==> src/rtl/lsu_ctrl.sv <==
// lsu_ctrl: single-outstanding load/store unit between a CPU request port and
// a word-wide memory with combinational read data. Sub-word stores use a
// read-modify-write sequence so that unaddressed bytes are written back intact.
// Optional build macro LSU_MISALIGN_CHECK_EN: misaligned or illegal-size
// accesses bypass memory and complete with misalign_err; without it, low
// address bits are ignored and size 11 behaves as a word access.
module lsu_ctrl (
    input  logic        clk,
    input  logic        reset_n,
    input  logic        req_valid,
    output logic        req_ready,
    input  logic        req_we,
    input  logic [1:0]  req_size,
    input  logic        req_signed,
    input  logic [31:0] req_addr,
    input  logic [31:0] req_wdata,
    output logic        resp_valid,
    output logic [31:0] resp_rdata,
    output logic        misalign_err,
    output logic [31:0] mem_a,
    output logic        mem_we,
    output logic [31:0] mem_wd,
    input  logic [31:0] mem_rd
);

    typedef enum logic [2:0] {
        S_IDLE, S_READ, S_WRITE, S_RMW_READ, S_RMW_WRITE, S_RESP
    } state_t;

    localparam logic [1:0] SZ_B = 2'b00;
    localparam logic [1:0] SZ_H = 2'b01;
    localparam logic [1:0] SZ_W = 2'b10;

    state_t      state_q, state_d;
    logic [31:0] addr_q, addr_d;
    logic [1:0]  size_q, size_d;
    logic        sgn_q, sgn_d;
    logic        we_q, we_d;
    logic        err_q, err_d;
    logic [31:0] wdata_q, wdata_d;   // store data, replaced by the merged word during RMW
    logic [31:0] rdata_q, rdata_d;   // last load result
    logic [1:0]  acc_size;
    logic        acc_err;
    logic        req_fire;
    logic [31:0] aligned_a;

    // Pick the addressed lane out of a memory word and extend it to 32 bits.
    function automatic logic [31:0] load_extract(input logic [31:0] word, input logic [1:0] lane,
                                                 input logic [1:0] size, input logic sgn);
        logic [7:0]  b;
        logic [15:0] h;
        logic [31:0] res;
        b = word[{lane, 3'b000} +: 8];
        h = word[{lane[1], 4'b0000} +: 16];
        case (size)
            SZ_B:    res = {{24{sgn & b[7]}}, b};
            SZ_H:    res = {{16{sgn & h[15]}}, h};
            default: res = word;
        endcase
        return res;
    endfunction

    // Overlay the store data onto the old word, keeping unaddressed bytes.
    function automatic logic [31:0] store_merge(input logic [31:0] old, input logic [31:0] wdata,
                                                input logic [1:0] lane, input logic [1:0] size);
        logic [31:0] mask;
        logic [31:0] data;
        case (size)
            SZ_B: begin
                mask = 32'h0000_00FF << {lane, 3'b000};
                data = {24'b0, wdata[7:0]} << {lane, 3'b000};
            end
            SZ_H: begin
                mask = 32'h0000_FFFF << {lane[1], 4'b0000};
                data = {16'b0, wdata[15:0]} << {lane[1], 4'b0000};
            end
            default: begin
                mask = 32'hFFFF_FFFF;
                data = wdata;
            end
        endcase
        return (old & ~mask) | (data & mask);
    endfunction

    assign req_fire  = req_valid && (state_q == S_IDLE);
    assign aligned_a = {addr_q[31:2], 2'b00};

    // Classify the incoming request: effective size and whether it must be rejected.
    always_comb begin
        acc_size = req_size;
        acc_err  = 1'b0;
`ifdef LSU_MISALIGN_CHECK_EN
        acc_err = ((req_size == SZ_H) && req_addr[0]) ||
                  ((req_size == SZ_W) && (req_addr[1:0] != 2'b00)) ||
                  (req_size == 2'b11);
`else
        if (req_size == 2'b11) acc_size = SZ_W;
`endif
    end

    // State and request/result registers; reset clears everything so a dropped request leaves no trace.
    always_ff @(posedge clk) begin
        if (!reset_n) begin
            state_q <= S_IDLE;
            addr_q  <= '0;
            size_q  <= '0;
            sgn_q   <= 1'b0;
            we_q    <= 1'b0;
            err_q   <= 1'b0;
            wdata_q <= '0;
            rdata_q <= '0;
        end else begin
            state_q <= state_d;
            addr_q  <= addr_d;
            size_q  <= size_d;
            sgn_q   <= sgn_d;
            we_q    <= we_d;
            err_q   <= err_d;
            wdata_q <= wdata_d;
            rdata_q <= rdata_d;
        end
    end

    // Next-state sequencing: route each request to load, word store, RMW store or direct error response.
    always_comb begin
        state_d = state_q;
        case (state_q)
            S_IDLE: begin
                if (req_fire) begin
                    if (acc_err)              state_d = S_RESP;
                    else if (!req_we)         state_d = S_READ;
                    else if (acc_size == SZ_W) state_d = S_WRITE;
                    else                      state_d = S_RMW_READ;
                end
            end
            S_READ:      state_d = S_RESP;
            S_WRITE:     state_d = S_RESP;
            S_RMW_READ:  state_d = S_RMW_WRITE;
            S_RMW_WRITE: state_d = S_RESP;
            S_RESP:      state_d = S_IDLE;
            default:     state_d = S_IDLE;
        endcase
    end

    // Request latch on acceptance, load capture in READ, merge capture in RMW_READ.
    always_comb begin
        addr_d  = addr_q;
        size_d  = size_q;
        sgn_d   = sgn_q;
        we_d    = we_q;
        err_d   = err_q;
        wdata_d = wdata_q;
        rdata_d = rdata_q;
        if (req_fire) begin
            addr_d  = req_addr;
            size_d  = acc_size;
            sgn_d   = req_signed;
            we_d    = req_we;
            err_d   = acc_err;
            wdata_d = req_wdata;
        end
        case (state_q)
            S_READ:     rdata_d = load_extract(mem_rd, addr_q[1:0], size_q, sgn_q);
            S_RMW_READ: wdata_d = store_merge(mem_rd, wdata_q, addr_q[1:0], size_q);
            default: ;
        endcase
    end

    // Outputs decoded from state; mem_we and the response are forced low while reset is held.
    always_comb begin
        req_ready    = reset_n && (state_q == S_IDLE);
        resp_valid   = 1'b0;
        resp_rdata   = rdata_q;
        misalign_err = 1'b0;
        mem_a        = '0;
        mem_we       = 1'b0;
        mem_wd       = '0;
        case (state_q)
            S_READ, S_RMW_READ: mem_a = aligned_a;
            S_WRITE, S_RMW_WRITE: begin
                mem_a  = aligned_a;
                mem_we = reset_n;
                mem_wd = wdata_q;
            end
            S_RESP: begin
                resp_valid = reset_n;
                if (we_q || err_q) resp_rdata = '0;
`ifdef LSU_MISALIGN_CHECK_EN
                misalign_err = reset_n && err_q;
`endif
            end
            default: ;
        endcase
    end

endmodule
==> config.mk <==
export PLATFORM = sky130hd
export DESIGN_NAME = lsu_ctrl
export DESIGN_NICKNAME = d
export VERILOG_FILES = /design/src/rtl/lsu_ctrl.sv
export SDC_FILE = /design/constraint.sdc
export NUM_CORES = 1
export LEC_CHECK = 0
export CORE_MARGIN = 4
export CORE_UTILIZATION = 45
export CTS_CLUSTER_DIAMETER = 50
export DETAILED_ROUTE_END_ITERATION = 10
export GPL_TIMING_DRIVEN = 0
export PLACE_DENSITY = 0.82
export RECOVER_POWER = 25
export SLEW_MARGIN = 20
export SYNTH_ARGS = -nofsm -noshare
export SYNTH_HDL_FRONTEND = slang
export SYNTH_SLANG_ARGS = --single-unit
==> constraint.sdc <==
create_clock -name clk -period 2.2 [get_ports clk]
set_clock_uncertainty 0.2 [all_clocks]
set_input_delay 0.44 -clock clk [delete_from_list [all_inputs] [get_ports clk]]
set_output_delay 0.44 -clock clk [all_outputs]
set_load 0.05 [all_outputs]
---- Word level (Yosys, flattened, before mapping) ----
Index checks and enable logic that the tools add are counted.
cells by class
  multiply operators ...................... 0
  equality and inequality tests ........... 9
  shift-type cells ........................ 6
  muxes and demuxes ....................... 18
  bitwise operators ....................... 6
  add/sub/neg operators ................... 0
  magnitude comparators ................... 0
  div/mod/pow operators ................... 0
  reduce and logical (&&, ||, !) cells .... 8
operators by type and width
  cell                     number
  $mux W32                 8
  $pmux W32 S2             3
  $and A32 B32 Y32         2
  $not A32 Y32             1
  $or A32 B32 Y32          1
  $shiftx A32 B6 Y16       1
  $shiftx A32 B6 Y8        1
  $shl A16 B5 Y32          1
  $shl A16 B5 Y32 const A  1
  $shl A8 B5 Y32           1
  $shl A8 B5 Y32 const A   1
  $pmux W3 S3              1
  $eq A3 B2 Y1 const B     2
  $eq A3 B3 Y1 const B     2
  $eq A2 B2 Y1 const B     2
  $mux W2                  2
  $reduce_or A4 Y1         1
  $eq A3 B1 Y1 const B     1
  $logic_not A3 Y1         1
  $mux W1                  3
  $mux W3                  1
  $reduce_or A3 Y1         1
  $and A1 B1 Y1            2
  $eq A2 B1 Y1 const B     1
  other kinds (5)          6
storage, ports and cells
  bits in read-only memories .............. 0
  bits in registers ....................... 103
  latch bits .............................. 0
  logic and storage cells ................. 54
  bits of input ports ..................... 103
  bits in writable memories ............... 0
  output and inout bits ................... 100
  memories ................................ 0

---- Depth between registers and ports, before layout ----
  word-level depth ........................ 7
  depth in mapped cells ................... 7
  gate-level depth less buffers ........... 4

---- Worst setup path after synthesis ----
No wires, ideal clock.
  path kind ............................... flip-flop to output port
  from .................................... reg state_q[1]
  to ...................................... out req_ready
  data arrival time ....................... 1.664 ns
  path slack .............................. -0.104 ns
  cell stages (with the launch flop) ...... 4
  required time ........................... 1.560 ns
  path buffers ............................ 1
  cell sequence ........................... dfxtp_1 > buf_4 > nand2b_1 > nor3_1
between the ends
  longest elaborated chain between the ends .. 2
ends and longest elaborated chain
  what                    RTL line  RTL
  start, declared         34        state_t state_q, state_d;
  start signal, assigned  113       state_q <= state_d;
  $logic_not A3 Y1        171       req_ready = reset_n && (state_q == S_IDLE);
  $logic_and A1 B1 Y1     171
  end, declared           11        output logic req_ready,
No other way between the ends.

---- Final worst setup path ----
  from .................................... reg state_q[1]
  to ...................................... out resp_rdata[4]
between the ends
  longest elaborated chain between the ends .. 2
ends and longest elaborated chain
  what           RTL line  RTL
  $eq A3 B3 Y1   178       case (state_q)
  $mux W32       178
  end, declared  18        output logic [31:0] resp_rdata,
No other way between the ends.

==> flow_summary.json <==
{
  "start_util": 0.4638,
  "dp.cells": 1010,
  "hold_depth": 2,
  "netlist.area_leader.share": 0.3844,
  "hold_path_end": "rdata_q[1]",
  "totalWireLength_mm": 22.45,
  "placed_area_mm2": 0.007586,
  "synth_ff_type": "dfxtp_1",
  "yosysWarnings": 0,
  "pre_cts_slack_ns": -1.655,
  "hpwl_mm": 15.49,
  "post_drt_wl_per_cell_um": 21.24,
  "gp_congestion": 0.9039,
  "synth_area_per_cell_um2": 8.054,
  "port_buffers": 199,
  "rsz0062_at_grt": "true",
  "drt-initial-drc-count": 553,
  "end_kind": "output pin",
  "arrival_ns": 1.76,
  "cts_tree": "done",
  "violations": "setup timing",
  "cts_hold_buf": 0,
  "ant_nets": 0,
  "rrSetupSlack_ns": -0.05,
  "period_share": 1.092,
  "vias": 6135,
  "final-hold-violation-count": 0,
  "critical_path_peak_fanout": 5,
  "fp.coreArea_mm2": 0.01156,
  "r2r_start": "state_q[0]",
  "fill_cells": 733,
  "setup_viol": 97,
  "start_kind": "register",
  "synth.area.top_cells": "dfxtp_1, and2_1, nand2_1, a22oi_1, o21ai_0",
  "min_from": "rdata_q[1]",
  "cap_violations": 0,
  "ys_seq_elements": 103,
  "relSlewSlack": 0.5101,
  "grt_first_pass_wirelength_mm": 33.10,
  "drtPass1Iterations": 6,
  "grt_max_degree": 18,
  "vias_per_cell": 5.804,
  "finalPower_mw": 7.745,
  "synth.largest_area_cell": "dfxtp_1",
  "grt_use_total": 0.3156,
  "fmax_mhz": 416.4,
  "ys_seq_area_frac": 0.3844,
  "critPathLaunch": "state_q[1]",
  "synthCells": 666,
  "antenna_found_initial": 1,
  "drive_above_1_share": 0.3341,
  "cts_buffer_depth": 2,
  "setup_ws_ns": -0.2016,
  "clkSlewWorstSetupHoldPaths_ns": 0.07,
  "synth_edf_count": 0,
  "die_area_mm2": 0.01373,
  "powerDensity_mw_per_mm2": 847.9,
  "numCtsBuffers": 9,
  "r2r-end": "addr_q[29]",
  "cts_root_buf": "clkbuf_16",
  "worstSetupPathType": "reg2out",
  "overflow": 0,
  "ys_types": 51,
  "cp.required_ns": 1.56,
  "p_leak_nw": 3.730,
  "ir_drop_v": 0.0005661,
  "nets": 1011,
  "outcome": "finished with violations",
  "maxSlewViolCount": 0,
  "die_height_um": 117.2,
  "hold_class": "reg2reg",
  "final_area_mm2": 0.009135,
  "finalCriticalPeriod_ns": 2.402,
  "async_reset_ff_frac": 0,
  "ios": 203,
  "htree_num_levels": 3,
  "rows": 39,
  "worst_pin_slew_ns": 0.7333,
  "area_delta_synth_final_pct": 70.31,
  "finish.utilization": 0.7899,
  "rr_worst_depth": 6,
  "synth.cell_area_mm2": 0.005364,
  "clock_sinks": 103,
  "route.detailed.drc": 0,
  "die_x_um": 117.2,
  "grt_pass1_vias": 6145,
  "worst_skew_pair.late_latency_ns": 0.36,
  "finalNonFillerCells": 1057
}
metrics by stage:
step | hold WS, ns | TNS (ns)
final | 0.2635 | -14.53
after global routing | 0.2902 | -18.38
after CTS | 0.2616 | -9.987
after detailed placement | 0.2357 | -122.89
after global placement | 0.2249 | -110.47
after floorplan | 0.2167 | 0
worst max-delay path by stage:
stage / slack (ns) / end / cells past startpoint
after detailed placement: -1.65 / mem_we / 6
after CTS: -0.15 / mem_wd[22] / 7
final: -0.20 / resp_rdata[4] / 6
after global routing: -0.23 / resp_rdata[7] / 6
after global placement: -1.59 / mem_we / 6
after floorplan: 0.04 / mem_a[10] / 5
layout by cell type (no fill, tap or decap), types with 7 or more instances in the layout:
cell             Yosys  final
clkbuf_1            41     22
clkbuf_2             0     12
nand3_1              9      9
nor2b_1             12     12
a21oi_2              1      7
a2bb2oi_1            7      7
a22oi_1             39     38
dfxtp_1            103    100
and2_4               0     94
a22o_1               9      9
a221o_1             17     17
buf_8                0     97
a21o_1               7      7
a21oi_1             40     32
o21ai_0             57     54
a211o_1              7      7
a21boi_0            36     36
buf_4                4     20
or3_1                7      7
clkdlybuf4s50_1      0     99
nand2_1            107    107
and3_1               9      9
clkbuf_16            0     11
buf_6                1     22
final cells by class:
| type | instances | area [um2] | share of cell area |
|---|---|---|---|
| Antenna cell | 1 | 2.502 | 0.0002739 |
| Inverter | 4 | 15.01 | 0.001644 |
| Sequential cell | 103 | 2071 | 0.2267 |
| Clock inverter | 5 | 42.54 | 0.004657 |
| Clock buffer | 11 | 242.7 | 0.02657 |
| Timing Repair Buffer | 231 | 2761 | 0.3023 |
| Multi-Input combinational cell | 500 | 3390 | 0.3710 |
| Buffer | 59 | 431.7 | 0.04725 |
| Tap cell | 143 | 178.9 | 0.01959 |
synthesized netlist by cell type, types with 2 or more instances:
master and n:
a22oi_1 39, or3_1 7, a22o_1 9, nand2b_1 2, nor2b_1 12, buf_4 4, inv_1 4, nor2_1 5
a21o_1 7, nand3_1 9, clkbuf_1 41, a221o_1 17, buf_1 6, a21boi_0 36, o21ai_0 57, a21oi_1 40
and3_1 9, buf_2 9, dfxtp_1 103, a2bb2oi_1 7, and2_1 96, mux2i_1 3, a211o_1 7, nand2_1 107
o22ai_1 2, xnor2_1 2, nand3b_1 2
repair_timing:
action | 4_1_cts | 5_1_grt
endpoints found under the setup margin | 186 | 161
gates cloned | 9 | 2
pin swaps | 49 | 22
gates resized for setup | 868 | 115
setup buffers | 15 | 7
logic make-up after synthesis:
group,Yosys count,synth area share
simple gates,260,0.2566
compound gates,232,0.2976
flops,103,0.3844
buf+inv,65,0.05178
mux,3,0.005599
other cells,1,0.0006991
xor+xnor,2,0.003266
report_power, final:
group,total (mW),internal [mW],switching (mW)
Combinational,3.81,1.77,2.04
Clock,1.56,0.810,0.752
Sequential,2.37,2.15,0.222
layer usage:
layer | global-route usage | vias up | wire length (um)
li1 | - | 2828 | -
met2 | 0.5464 | 347 | 11210
met4 | 0.1193 | 0 | 698
met3 | 0.08997 | 50 | 2154
met1 | 0.3695 | 2910 | 8385
met5 | 0 | - | 0
critical path: stages, from the launching register on:
cell and delay [ns]:
dfxtp_2 0.35, buf_6 0.15, nand4b_1 0.25, buf_4 0.21, clkbuf_8 0.15, and2_4 0.15
buf_8 0.14
Note: power is estimated with default switching activity, not from simulation.
